## config.mk

```make
export PLATFORM = sky130hd
export DESIGN_NAME = cntr_param
export DESIGN_NICKNAME = d
export VERILOG_FILES = /design/src/rtl/cntr_pkg.sv /design/src/rtl/cntr_next.sv /design/src/rtl/cntr_param.sv
export SDC_FILE = /design/constraint.sdc
export NUM_CORES = 1
export LEC_CHECK = 0
export ABC_AREA = 1
export CAP_MARGIN = 20
export CORE_AREA = 2 2 39 41
export DETAILED_ROUTE_END_ITERATION = 6
export DIE_AREA = 0 0 41 43
export DONT_BUFFER_PORTS = 1
export GPL_ROUTABILITY_DRIVEN = 0
export PLACE_DENSITY = 0.45
export SETUP_SLACK_MARGIN = 0.4
export SLEW_MARGIN = 20
export SYNTH_ARGS = -nofsm -noshare
export SYNTH_HDL_FRONTEND = slang
export SYNTH_SLANG_ARGS = --single-unit
```

## constraint.sdc

```tcl
create_clock -name clk -period 3.7 [get_ports clk]
set_input_delay 0.185 -clock clk [delete_from_list [all_inputs] [get_ports clk]]
set_output_delay 0.185 -clock clk [all_outputs]
set_load 0.005 [all_outputs]
```

## src/rtl/cntr_pkg.sv

```systemverilog
// Shared constants and helpers for the parameterised counter family.
package cntr_pkg;

  // Direction and mode encodings for the up / sat inputs
  localparam logic DIR_UP    = 1'b1;
  localparam logic DIR_DN    = 1'b0;
  localparam logic MODE_WRAP = 1'b0;
  localparam logic MODE_SAT  = 1'b1;

  // One extra bit so that MODULO = 2**32 is representable
  localparam int unsigned MAX_WIDTH = 32;
  localparam int unsigned CALC_W    = MAX_WIDTH + 1;

  // Limit a value to the count range 0..modulo-1
  function automatic logic [CALC_W-1:0] clamp_mod(input logic [CALC_W-1:0] value,
                                                  input logic [CALC_W-1:0] modulo);
    return (value >= modulo) ? (modulo - CALC_W'(1)) : value;
  endfunction

endpackage

```

## src/rtl/cntr_next.sv

```systemverilog
// Next-state logic for cntr_param: priority clr > ld > en > hold.
// Ports:
//   q_i        current count
//   d_i        load value (clamped to MODULO-1)
//   clr_i      synchronous clear to RST_VAL
//   ld_i       synchronous load
//   en_i       count enable
//   up_i       direction (1 = up)
//   sat_i      mode (1 = saturate, 0 = wrap)
//   q_nxt_o    next count
//   wrap_nxt_o next value of the wrap pulse register
//   at_lim_o   current count sits at the limit for the current direction
module cntr_next
  import cntr_pkg::*;
#(
  parameter int unsigned     WIDTH   = 4,
  parameter longint unsigned MODULO  = 16,
  parameter longint unsigned RST_VAL = 0
) (
  input  logic [WIDTH-1:0] q_i,
  input  logic [WIDTH-1:0] d_i,
  input  logic             clr_i,
  input  logic             ld_i,
  input  logic             en_i,
  input  logic             up_i,
  input  logic             sat_i,
  output logic [WIDTH-1:0] q_nxt_o,
  output logic             wrap_nxt_o,
  output logic             at_lim_o
);

  localparam logic [CALC_W-1:0] MOD_C = CALC_W'(MODULO);
  localparam logic [WIDTH-1:0]  MAX_Q = WIDTH'(MODULO - 64'd1);
  localparam logic [WIDTH-1:0]  RST_Q = WIDTH'(RST_VAL);

  logic [WIDTH-1:0] lim;

  // Limit follows the direction presented this cycle; no direction history
  assign lim      = (up_i == DIR_UP) ? MAX_Q : '0;
  assign at_lim_o = (q_i == lim);

  always_comb begin
    q_nxt_o    = q_i;
    wrap_nxt_o = 1'b0;
    if (clr_i) begin
      q_nxt_o = RST_Q;
    end else if (ld_i) begin
      q_nxt_o = WIDTH'(clamp_mod(CALC_W'(d_i), MOD_C));
    end else if (en_i) begin
      if (!at_lim_o) begin
        q_nxt_o = (up_i == DIR_UP) ? (q_i + WIDTH'(1)) : (q_i - WIDTH'(1));
      end else if (sat_i == MODE_WRAP) begin
        q_nxt_o    = (up_i == DIR_DN) ? MAX_Q : '0;
        wrap_nxt_o = 1'b1;
      end
    end
  end

endmodule

```

## src/rtl/cntr_param.sv

```systemverilog
// Parameterised loadable up/down counter with wrap/saturate modes,
// cascade terminal count and a registered wrap pulse.
// Ports:
//   clk   rising-edge clock
//   rst   asynchronous active-high reset (q=RST_VAL, wrap=0)
//   clr   synchronous clear to RST_VAL
//   ld/d  synchronous load (clamped to MODULO-1)
//   en    count enable
//   up    direction, 1 = increment
//   sat   1 = saturate at limits, 0 = wrap
//   q     registered count
//   tc    combinational terminal count for cascading into the next en
//   wrap  one-cycle registered pulse after a wrapping edge
module cntr_param
  import cntr_pkg::*;
#(
  parameter int unsigned     WIDTH   = 4,
  parameter longint unsigned MODULO  = 16,
  parameter longint unsigned RST_VAL = 0
) (
  input  logic             clk,
  input  logic             rst,
  input  logic             clr,
  input  logic             ld,
  input  logic [WIDTH-1:0] d,
  input  logic             en,
  input  logic             up,
  input  logic             sat,
  output logic [WIDTH-1:0] q,
  output logic             tc,
  output logic             wrap
);

  localparam logic [WIDTH-1:0] RST_Q = WIDTH'(RST_VAL);

  // Parameter legality, caught at elaboration
  if (WIDTH < 1 || WIDTH > MAX_WIDTH) begin : g_bad_width
    $error("cntr_param: WIDTH must be 1..32");
  end
  if (MODULO < 64'd2 || MODULO > (64'd1 << WIDTH)) begin : g_bad_modulo
    $error("cntr_param: MODULO must be 2..2**WIDTH");
  end
  if (clamp_mod(CALC_W'(RST_VAL), CALC_W'(MODULO)) != CALC_W'(RST_VAL) ||
      RST_VAL >= MODULO) begin : g_bad_rst_val
    $error("cntr_param: RST_VAL must be below MODULO");
  end

  logic [WIDTH-1:0] q_q, q_d;
  logic             wrap_q, wrap_d;
  logic             at_lim;

  cntr_next #(
    .WIDTH   (WIDTH),
    .MODULO  (MODULO),
    .RST_VAL (RST_VAL)
  ) u_next (
    .q_i        (q_q),
    .d_i        (d),
    .clr_i      (clr),
    .ld_i       (ld),
    .en_i       (en),
    .up_i       (up),
    .sat_i      (sat),
    .q_nxt_o    (q_d),
    .wrap_nxt_o (wrap_d),
    .at_lim_o   (at_lim)
  );

  // Count and wrap-pulse registers
  always_ff @(posedge clk or posedge rst) begin
    if (rst) begin
      q_q    <= RST_Q;
      wrap_q <= 1'b0;
    end else begin
      q_q    <= q_d;
      wrap_q <= wrap_d;
    end
  end

  // High in the cycle before a wrapping edge so a downstream stage counts on that edge
  assign tc   = en & at_lim & (sat == MODE_WRAP) & ~clr & ~ld;
  assign q    = q_q;
  assign wrap = wrap_q;

endmodule

```

==> impl_metrics.env <==
export IMPL_die_x_um=41
export IMPL_yosysTopAreaCell="dfrtp_1"
export IMPL_dieArea_mm2=0.001763
export IMPL_synth_area_um2=465.4
export IMPL_regArea_um2=125.1
export IMPL_min_period_ns=1.828
export IMPL_rsz0062_at_grt="false"
export IMPL_wirelength_um=971
export IMPL_slowest_delay_ns=0.41
export IMPL_crit_buf_inv=0
export IMPL_clock_sinks=5
export IMPL_min_path_type="in -> reg"
export IMPL_worstPathRequired_ns=3.51
export IMPL_first_pass_iters=4
export IMPL_grt_total_usage_pct=13.21
export IMPL_startpoint_type="flop"
export IMPL_avgViaCountPerCell=4.678
export IMPL_ys_seq_elements=5
export IMPL_ios=17
export IMPL_gr_usage_met3_pct=8.377
export IMPL_via_count=421
export IMPL_criticalPathCategory="reg -> out"
export IMPL_synth_edf_count=0
export IMPL_ys_types=19
export IMPL_fillers=151
export IMPL_critPathCaptureType="output pin"
export IMPL_syn_inst=69
export IMPL_finalCritPeriodShare_pct=49.41
export IMPL_status="complete, no violations"
export IMPL_core_area_mm2=0.001384
export IMPL_critPathMostFrequentCell="nand2_2"
export IMPL_setup_tns_final_ns=0
export IMPL_grt_pass1_vias=398
export IMPL_ir_drop_mv=0.1902
export IMPL_grt_use_met2_pct=18.13
export IMPL_cts_clk_slew_worst_paths_ns=0.04
export IMPL_drv_slew=0
export IMPL_syn_to_final_growth_pct=12.10
export IMPL_finClkSkew_ns=0.001506
export IMPL_io_buffers=0
export IMPL_worst_slew_pin_slew_ns=0.3722
export IMPL_p_leak_nw=0.3002
export IMPL_timing_slew_headroom_pct=75.04
export IMPL_pwr_share_comb_pct=32.1
export IMPL_synth_most_common_cell="nand2_1"
export IMPL_hpwl_um=818.5
export IMPL_start_util_pct=33.63
export IMPL_synth_seq_area_share_pct=26.88
export IMPL_cts_root_buf="clkbuf_4"
export IMPL_pwr_share_seq_pct=36.4
export IMPL_p_sw_share_pct=34.36
export IMPL_r2r_setup_slack_ns=2.15
export IMPL_maxCapViolations=0
export IMPL_synth_nets=83
export IMPL_cp_top_family="simple AND/OR/NAND/NOR gates"
export IMPL_n_antenna_cell=0
export IMPL_grt_busiest_layer="met1"
export IMPL_p_switching_w=0.00006601
export IMPL_avgRoutedWirePerCell_um=10.79
export IMPL_clkPwrFrac_pct=31.5
export IMPL_cp_slowest_cell="dfrtp_1"
export IMPL_drive_above_1_share_pct=16.22
export IMPL_hold_ws_ns=0.02711
export IMPL_grt_use_met1_pct=18.57
export IMPL_remaining_drc_errors=0
export IMPL_htreeDepth=1
export IMPL_fp_dieH_um=43
export IMPL_synth_avg_cell_area_um2=6.746
export IMPL_drt_iter0_drc=4
export IMPL_ys_async_sr_fraction_pct=100.0
export IMPL_clockBufferDepth=2
export IMPL_multi_input_area_um2=299.0
export IMPL_cts_buffers=3
export IMPL_arrival_ns=1.64
export IMPL_post_cts_setup_buffers=0
export IMPL_ys_flop_type="dfrtp_1"
export IMPL_rows=14
export IMPL_cp_cell_sequence="ha_1 -> nand2_2 -> nor2_2 -> nand2_2 -> nand2_1 -> nand3_1 -> nor3_1"
export IMPL_synthTopCellsByArea="dfrtp_1 (27%), nand2_1 (18%), inv_1 (8.1%)"
export IMPL_overflow=0
export IMPL_powerDensity_mw_per_mm2=368.2
export IMPL_drtAntennaViolNets=0
export IMPL_cts_resized=0
export IMPL_finalSetupViolCount=0
export IMPL_path_max_fanout=5
export IMPL_yosysWarnings=0
export IMPL_grt_max_degree=9
export IMPL_final_net_count=89
export IMPL_synth_top_area_share_pct=26.88
export IMPL_clk_latency_ns=0.23
export IMPL_cts_tree="yes"
export IMPL_antenna_found_initial=0
export IMPL_synth_common_cells="nand2_1 (22), inv_1 (10), nand3_1 (6)"
export IMPL_finalHoldViolCount=0
export IMPL_internal_power_w=0.0001261
export IMPL_timing_fmax_mhz=547.0
export IMPL_grt_pass1_wl_um=1566
per-stage QoR:
| step | instance area [um2] | cells | setup WS, ns | power [W] | utilization, % |
|---|---|---|---|---|---|
| 3_3_place_gp | 485.5 | 85 | 2.128 | 0.0001332 | 35.08 |
| 3_5_place_dp | 485.5 | 85 | 2.108 | 0.0001322 | 35.08 |
| 4_1_cts | 521.8 | 90 | 1.840 | 0.0001976 | 37.70 |
| 5_1_grt | 521.8 | 90 | 1.730 | 0.0002123 | 37.70 |
| 6_report | 521.8 | 90 | 1.872 | 0.0001921 | 37.70 |
| 2_1_floorplan | 465.4 | 69 | 2.230 | 0.0001195 | - |
power by group through the flow:
| stage | logic (W) | clock network (W) | registers (W) |
|---|---|---|---|
| 2_1_floorplan | 0.0000516 | 0 | 0.0000679 |
| 3_3_place_gp | 0.0000622 | 0 | 0.0000710 |
| 3_5_place_dp | 0.0000610 | 0 | 0.0000712 |
| 4_1_cts | 0.0000623 | 0.0000648 | 0.0000704 |
| 5_1_grt | 0.0000732 | 0.0000678 | 0.0000713 |
| 6_report | 0.0000617 | 0.0000606 | 0.0000699 |
worst paths after layout:
| check | cells after the start | from | end |
|---|---|---|---|
| setup / recovery | 7 | q[2] | tc |
| min in group asynchronous | 2 | rst | q[3] |
| max in group asynchronous | 2 | rst | wrap |
| hold reg to reg | 2 | q[2] | q[2] |
| hold / removal | 1 | ld | wrap |
| setup reg to reg | 9 | q[2] | q[1] |
registers in the layout, summed over array words and instances, names as in the netlist:
name and flops:
q 4, wrap 1
area by class of cell:
class	instances	area share [%]
repair buffers	1	1.918
flip-flops and latches	5	23.98
inverters	11	7.914
well taps	16	3.837
clock buffers	4	5.036
multi-input cells	53	57.31
cell usage in the layout (no fill, tap or decap), types with 2 or more instances in the layout:
master,n
dfrtp_1,5
nand2_4,2
nand3_1,6
clkbuf_4,3
ha_1,2
o21ai_0,3
nand3_2,2
nand2_1,22
inv_1,10
nor2_1,5
nand2_2,2
nor3_1,2
timing repair:
action                                  4_1_cts  5_1_grt
hold buffers                                  1        0
endpoints found under the hold margin         5        0
endpoints found under the setup margin        0        0
cell families (layout without fill, tap and decap cells):
group                      count (synthesis)  count (layout)  share of synthesized area [%]
xor gates and xnor gates                   1               1                          1.882
and+or+nand+nor                           42              42                          43.55
AOI/OAI and AO/OA                          7               7                          9.140
DFF                                        5               5                          26.88
buffers and inverters                     11              16                          8.871
adders and majority gates                  3               3                          9.677
layer usage:
metal  up-vias  wire (um)
li1        230          -
met1       174        479
met2        17        419
met3         0         72
met4         0          0
met5         -          0
Power figures use the tool's default switching activity.
